<file path="src/rtl/gmii_tx_framer.sv">
// Byte-stream to GMII transmit framer: preamble/SFD insertion, padding, IFG, abort handling.
// Optional CRC-32 FCS append when GMII_TX_FCS_EN is defined.
module gmii_tx_framer #(
    parameter int PREAMBLE_LEN = 7,
    parameter int IFG_BYTES    = 12,
    parameter int MIN_FRAME    = 60,
    parameter int MAX_FRAME    = 1514
) (
    input  logic       clk,
    input  logic       rst,
    input  logic [7:0] s_data,
    input  logic       s_valid,
    input  logic       s_last,
    input  logic       s_err,
    output logic       s_ready,
    output logic [7:0] gmii_txd,
    output logic       gmii_tx_en,
    output logic       gmii_tx_er,
    output logic       busy,
    output logic       underrun,
    output logic       truncated
);

    typedef enum logic [2:0] {
        ST_IDLE, ST_PREAMBLE, ST_SFD, ST_DATA, ST_PAD, ST_FCS, ST_DROP, ST_IFG
    } state_t;

    localparam logic [3:0]  PRE_LEN     = 4'(PREAMBLE_LEN);
    localparam logic [15:0] MIN_LEN     = 16'(MIN_FRAME);
    localparam logic [15:0] MAX_LEN     = 16'(MAX_FRAME);
    localparam logic [8:0]  IFG_LEN     = 9'(IFG_BYTES);
    localparam logic [8:0]  IFG_LEN_ERR = 9'(IFG_BYTES + 1);

    state_t      state_q;
    logic [3:0]  pre_cnt_q;
    logic [15:0] byte_cnt_q;
    logic [8:0]  ifg_cnt_q;
    logic [7:0]  txd_q;
    logic        tx_en_q, tx_er_q, s_ready_q, underrun_q, truncated_q;

`ifdef GMII_TX_FCS_EN
    logic [31:0] crc_q;
    logic [2:0]  fcs_idx_q;

    function automatic logic [31:0] crc_byte(input logic [31:0] crc, input logic [7:0] b);
        logic [31:0] c;
        c = crc ^ {24'h0, b};
        for (int i = 0; i < 8; i++) c = c[0] ? ((c >> 1) ^ 32'hEDB8_8320) : (c >> 1);
        return c;
    endfunction
`endif

    // The state names the phase in which input is consumed; the output
    // registers lag by one cycle, so each branch loads what shows next cycle.
    always_ff @(posedge clk) begin
        // NOTE: sequential state uses non-blocking assignments only, and the
        // reset branch is synchronous, so it is sampled on the clock edge.
        if (rst) begin
            state_q     <= ST_IDLE;
            pre_cnt_q   <= '0;
            byte_cnt_q  <= '0;
            ifg_cnt_q   <= '0;
            txd_q       <= '0;
            tx_en_q     <= 1'b0;
            tx_er_q     <= 1'b0;
            s_ready_q   <= 1'b0;
            underrun_q  <= 1'b0;
            truncated_q <= 1'b0;
`ifdef GMII_TX_FCS_EN
            crc_q       <= '1;
            fcs_idx_q   <= '0;
`endif
        end else begin
            underrun_q  <= 1'b0;
            truncated_q <= 1'b0;
            case (state_q)
                ST_IDLE: begin
                    if (s_valid) begin
                        state_q    <= ST_PREAMBLE;
                        txd_q      <= 8'h55;
                        tx_en_q    <= 1'b1;
                        tx_er_q    <= 1'b0;
                        pre_cnt_q  <= 4'd1;
                        byte_cnt_q <= '0;
`ifdef GMII_TX_FCS_EN
                        crc_q      <= '1;
`endif
                    end
                end
                ST_PREAMBLE: begin
                    if (pre_cnt_q == PRE_LEN) begin
                        state_q   <= ST_SFD;
                        txd_q     <= 8'hD5;
                        s_ready_q <= 1'b1;
                    end else begin
                        pre_cnt_q <= pre_cnt_q + 4'd1;
                    end
                end
                ST_SFD, ST_DATA: begin
                    if (!s_valid) begin
                        state_q    <= ST_DROP;
                        txd_q      <= 8'h00;
                        tx_er_q    <= 1'b1;
                        underrun_q <= 1'b1;
                        ifg_cnt_q  <= IFG_LEN_ERR;
                    end else if (byte_cnt_q == MAX_LEN) begin
                        txd_q       <= s_data;
                        tx_er_q     <= 1'b1;
                        truncated_q <= 1'b1;
                        ifg_cnt_q   <= IFG_LEN_ERR;
                        if (s_last) begin
                            state_q   <= ST_IFG;
                            s_ready_q <= 1'b0;
                        end else begin
                            state_q   <= ST_DROP;
                        end
                    end else begin
                        txd_q      <= s_data;
                        tx_er_q    <= s_err;
                        byte_cnt_q <= byte_cnt_q + 16'd1;
`ifdef GMII_TX_FCS_EN
                        crc_q      <= crc_byte(crc_q, s_data);
`endif
                        // PAD also serves as the one-cycle tail that shows the last byte.
                        if (s_last) begin
                            state_q   <= ST_PAD;
                            s_ready_q <= 1'b0;
                        end else begin
                            state_q   <= ST_DATA;
                        end
                    end
                end
                ST_PAD: begin
                    if (byte_cnt_q < MIN_LEN) begin
                        txd_q      <= 8'h00;
                        tx_er_q    <= 1'b0;
                        byte_cnt_q <= byte_cnt_q + 16'd1;
`ifdef GMII_TX_FCS_EN
                        crc_q      <= crc_byte(crc_q, 8'h00);
`endif
                    end else begin
`ifdef GMII_TX_FCS_EN
                        state_q   <= ST_FCS;
                        txd_q     <= ~crc_q[7:0];
                        tx_er_q   <= 1'b0;
                        fcs_idx_q <= 3'd1;
`else
                        state_q   <= ST_IFG;
                        txd_q     <= 8'h00;
                        tx_en_q   <= 1'b0;
                        tx_er_q   <= 1'b0;
                        ifg_cnt_q <= IFG_LEN;
`endif
                    end
                end
`ifdef GMII_TX_FCS_EN
                ST_FCS: begin
                    if (fcs_idx_q == 3'd4) begin
                        state_q   <= ST_IFG;
                        txd_q     <= 8'h00;
                        tx_en_q   <= 1'b0;
                        ifg_cnt_q <= IFG_LEN;
                    end else begin
                        txd_q     <= ~crc_q[{fcs_idx_q[1:0], 3'b000} +: 8];
                        fcs_idx_q <= fcs_idx_q + 3'd1;
                    end
                end
`endif
                ST_DROP: begin
                    txd_q   <= 8'h00;
                    tx_en_q <= 1'b0;
                    tx_er_q <= 1'b0;
                    if (ifg_cnt_q != '0) ifg_cnt_q <= ifg_cnt_q - 9'd1;
                    if (s_valid && s_last) begin
                        state_q   <= ST_IFG;
                        s_ready_q <= 1'b0;
                    end
                end
                ST_IFG: begin
                    txd_q   <= 8'h00;
                    tx_en_q <= 1'b0;
                    tx_er_q <= 1'b0;
                    if (ifg_cnt_q <= 9'd1) state_q <= ST_IDLE;
                    else ifg_cnt_q <= ifg_cnt_q - 9'd1;
                end
                default: state_q <= ST_IDLE;
            endcase
        end
    end

    assign s_ready    = s_ready_q;
    assign gmii_txd   = txd_q;
    assign gmii_tx_en = tx_en_q;
    assign gmii_tx_er = tx_er_q;
    assign busy       = (state_q != ST_IDLE);
    assign underrun   = underrun_q;
    assign truncated  = truncated_q;

endmodule

</file>
<file path="config.mk">
export PLATFORM = sky130hd
export DESIGN_NAME = gmii_tx_framer
export DESIGN_NICKNAME = d
export VERILOG_FILES = /design/src/rtl/gmii_tx_framer.sv
export SDC_FILE = /design/constraint.sdc
export NUM_CORES = 1
export LEC_CHECK = 0
export CAP_MARGIN = 20
export CORE_MARGIN = 5
export CORE_UTILIZATION = 55
export DETAILED_ROUTE_END_ITERATION = 6
export HOLD_SLACK_MARGIN = 0.12
export PLACE_DENSITY = 0.82
export SLEW_MARGIN = 10
export SYNTH_ARGS = -nofsm -noshare
export SYNTH_HDL_FRONTEND = slang
export SYNTH_SLANG_ARGS = --single-unit
</file>
<file path="constraint.sdc">
create_clock -name clk -period 2.7 [get_ports clk]
set_input_delay 0.54 -clock clk [delete_from_list [all_inputs] [get_ports clk]]
set_output_delay 0.54 -clock clk [all_outputs]
set_load 0.05 [all_outputs]
</file>
Yosys cells after proc, flatten, opt, wreduce, memory -nomap -nowiden --
Index checks and enable logic that the tools add are counted. Widths: inputs -> output; s select.
Storage, ports and cells: flip-flop bits (word level) 45, input port bits 13, output and inout port bits 14, logic and storage cells 104
Cells by class: magnitude comparators 2, muxes and demuxes 42, $add $sub $neg 3, eq/ne operators 21, reduce and logical (&&, ||, !) cells 24, bitwise operators 2
Operators with widths (number):
- $mux 16 | 4
- $pmux 16 s3 | 1
- $mux 9 | 5
- $pmux 9 s4 | 1
- $pmux 8 s4 | 1
- $mux 3 | 8
- $mux 8 | 3
- $ne 2x2->1 const B | 12
- $reduce_and 5->1 | 4
- $pmux 3 s6 | 1
- $add 16x1->16 const B | 1
- $eq 16x11->1 const B | 1
- $lt 16x6->1 const B | 1
- $reduce_bool 3->1 | 5
- $mux 1 | 12
- $eq 3x3->1 const B | 3
- $le 9x1->1 const B | 1
- $pmux 1 s3 | 3
- $reduce_and 3->1 | 3
- $reduce_bool 9->1 | 1
- $sub 9x1->9 const B | 1
- $mux 4 | 2
- $pmux 4 s2 | 1
- $reduce_bool 4->1 | 2
- other kinds (12) | 17

Logic depth before layout (Yosys ltp) --
depth after elaboration 4, depth in mapped cells 10, mapped depth without buffers 10

Worst setup path before layout --
OpenSTA, ideal clock, no wires.
path kind register -> register, start reg ifg_cnt_q[0], end reg ifg_cnt_q[1], path slack 0.755 ns, library setup time 0.070 ns, path buffers 1, period minus slack after synthesis 1.945 ns, arrival time 1.875 ns, stages on the path, launching flop included 10, data required time 2.630 ns, cells stage by stage dfxtp_1 > inv_1 > ha_1 > nor4b_1 > nand3b_1 > a21oi_1 > or3_1 > buf_2 > or3_1 > a21oi_1
Between the ends: word-level cells in the longest chain between the ends 3, elaborated cells on any way between the ends 9, classes of those cells add/sub: 1; order compare: 1; eq/ne: 2; mux: 3; reduce/logical: 2
RTL lines:
- from (decl) | RTL line 37 | logic [8:0] ifg_cnt_q;
- from (signal assigned) | RTL line 173 | if (ifg_cnt_q != '0) ifg_cnt_q <= ifg_cnt_q - 9'd1;
- from (signal assigned) | RTL line 184 | else ifg_cnt_q <= ifg_cnt_q - 9'd1;
- $sub 9x1->9, or another cell as far along | RTL line 173, 184
- $mux 9, or another cell as far along | RTL line 183 | if (ifg_cnt_q <= 9'd1) state_q <= ST_IDLE;
- $pmux 9 s4 or $reduce_and 5->1 (tied branches)
Several ways; a longest one is shown, not always the timed one. The select of a mux whose other input is x is not followed. A chain may end at the register's enable or synchronous reset.

Final worst setup path --
start reg state_q[2], end out busy
Between the ends: word-level cells in the longest chain between the ends 1
RTL lines:
- from (decl) | RTL line 34 | state_t state_q;
- from (signal assigned) | RTL line 59 | state_q <= ST_IDLE;
- from (signal assigned) | RTL line 79 | state_q <= ST_PREAMBLE;
- from (signal assigned) | RTL line 92 | state_q <= ST_SFD;
- $reduce_bool 3->1 | RTL line 195 | assign busy = (state_q != ST_IDLE);
- to (decl) | RTL line 19 | output logic busy,
No other way between the ends.

==> metrics <==
Post-CTS Setup Repair Bufs=0; commonest non-fill, non-tap cells in the layout=45 x dfxtp_1, 42 x nor2_1, 26 x a21oi_1, 26 x clkdlybuf4s50_1; R2R Path Start=ifg_cnt_q[0]; Fin Setup TNS=0 ns; pwr/cell area=1020 nW/um^2; vias in the first global route=1,975; fraction of met1 tracks used by global routing=0.283; Total GRT Usage=0.202; final setup margin=0.253 ns; Mapped Nets=307; Clock Latency Late Sink=0.30 ns; Bufs on Longest Clock Path=2; Layout Nets=333; Die Area=5650 sq um; CTS Root Cell=clkbuf_8; Setup CP Type=flop to primary output; Critical Path Sink Type=primary output; skew final=0.00833 ns; TritonCTS clock tree=yes; Worst EP required=2.16 ns; post-synth cell types=46; H-Tree Depth=2; slack of the worst reg-to-reg path=0.48 ns; Worst Hold Depth=2; First-pass DRT Iterations=4; Final HPWL DP=3700 microns; Synth Area in Compound Gates=0.166; Num CTS Buffers=5; initial antenna violation count=0; Yosys reg bits=45; Internal=1.55 mW; CP max FO=13; Overflow after GRT=0; Detail Route Antenna Nets=0; die width=75.2 microns; minimum clock period=2.45 ns; layer carrying the most global-route usage=met2; Max Cap Viol=0; Vias/cell=5.93; first-pass GRT wire length=8910 microns; Ports=27; Post-Place Worst Slack=0.228 ns; Post-synth ARST share=0; final std cells w/o fill=364; initial core utilization=0.575; Post-Synthesis Cells=287; Worst Hold Endpoint=ifg_cnt_q[7]; Mean Syn Cell Area=8.13 sq um; die height=75.2 microns; port bufs=26; total power draw=2.81 mW; crit path DAT=1.91 ns; switching share of power=0.448; Period Utilization, post-route=0.906; Antenna Cells=0; Area Growth Syn to Fin=18.2%; post-synthesis adder-cell area fraction=0.0375; met3 Use GR=0.0547; RSZ-0062 raised after global routing=no; CTS clock-pin slew for the worst setup and hold paths=0.09 ns; Logic pwr share=0.510; status=finished, final reports clean; crit path launch type=flop; row cnt=23; # setup viols final=0; fill count=323; FF-to-FF path depth=9; Finished Cell Area=2760 sq um; Finished Core Util=0.680; Slew @ Worst Pin=0.592 ns; commonest non-fill, non-tap cell in the layout=dfxtp_1; Max Slew Vio Count=0; Relative slew margins=0.603; xor/xnor share of the synthesized area=0.0525; Starting DRT DRC Count=149; R2R Path End=ifg_cnt_q[1]; Seq/Total Area, Yosys=0.386; post-synthesis instance area=2330 sq um; DRC violations left=0; Clock power frac=0.162; routed len/inst=14.1 microns; Static Leakage=1.01 nW; type of the worst min-delay path=flop to flop; EDFF count, synth=0; HP Start=ifg_cnt_q[7]; routed vias=2,160; met2 Resource Use GR=0.298; Placer Congestion=0.934; Peak VDD IR=726 uV; Worst Hold Margin=0.491 ns; core box area=4060 sq um; combinational family with the most area after synthesis=simple AND/OR/NAND/NOR gates; mux contribution to synthesized area=0.00911; P_sw=1.26 mW; Sink Count=45; largest net degree at the start of global routing=19; Reg power frac=0.327; Fin. Hold Viols=0; YS warnings=0; CTS Hold Buffers Added=0; share of layout cells above drive strength 1=0.0669; Max Freq=409 MHz; ys flop type=dfxtp_1; Synth Area in Simple Gates=0.312; dpl cells=356; Placement Cell Area=2660 sq um; Total Wirelength=5130 microns; post-CTS sizing=0
[worst max-delay path, cell delays in order (launching register included)]
cell,delay (ns)
dfxtp_1,0.43
or3_1,0.44
clkdlybuf4s50_1,0.73
[kinds of logic after synthesis]
family | after synthesis
AND/OR/NAND/NOR | 133
flip-flops | 45
multiplexers | 2
XOR/XNOR | 14
buffers and inverters | 22
AO/OA/AOI/OAI | 64
adder cells (fa/ha/maj) | 7
[cell usage after synthesis (4+ instances only)]
library cell	instances	share of area
a21oi_1	26	0.056
o21ai_0	15	0.032
nor3_1	15	0.032
clkbuf_1	9	0.014
nor2_1	42	0.068
or3_1	7	0.019
nand2_1	14	0.023
nand3_1	9	0.019
inv_1	7	0.011
nand4_1	7	0.019
and4_1	4	0.015
nand2b_1	4	0.011
and2_1	4	0.011
xor2_1	8	0.030
a211oi_1	7	0.023
dfxtp_1	45	0.39
xnor2_1	6	0.023
nor4b_1	4	0.015
nand3b_1	4	0.013
nor2b_1	5	0.013
ha_1	7	0.038
[power groups by stage]
stage,Combinational [mW],Clock [mW],Sequential [mW]
finish,1.44,0.457,0.921
global route,1.58,0.501,0.941
CTS,1.43,0.471,0.918
global placement,1.40,0,0.928
detailed placement,1.41,0,0.933
floorplan,0.880,0,1.08
[registers in the layout (all words and copies together), names as in the netlist]
register,flops
gmii_tx_en,1
byte_cnt_q,16
gmii_tx_er,1
s_ready,1
underrun,1
state_q,3
gmii_txd,8
truncated,1
pre_cnt_q,4
ifg_cnt_q,9
[final cells by class]
class	count	area (sq um)	share of cell area
inverters	7	26.3	0.00952
multi-input cells	220	1350	0.488
flip-flops and latches	45	901	0.327
well taps	50	62.6	0.0227
clock buffers	7	96.3	0.0349
clock inverters	1	5.00	0.00181
repair buffers	34	320	0.116
[how the worst max path moves through the flow]
| stage | to | depth (start not counted) | slack (ns) | from |
|---|---|---|---|---|
| final | busy | 2 | 0.25 | state_q[2] |
| after global routing | busy | 2 | 0.17 | state_q[2] |
| after CTS | busy | 2 | 0.26 | state_q[2] |
| after detailed placement | byte_cnt_q[12] | 7 | 0.23 | s_valid |
| after global placement | byte_cnt_q[12] | 7 | 0.25 | s_valid |
| after floorplan | ifg_cnt_q[1] | 9 | 0.75 | ifg_cnt_q[0] |
[per-layer routing]
metal  wire, microns  vias up
met2            2250       70
met1            2470      988
met4              95        0
met3             311       11
met5               0        -
li1                -     1091
No activity file was read; power rests on OpenSTA's default activity.
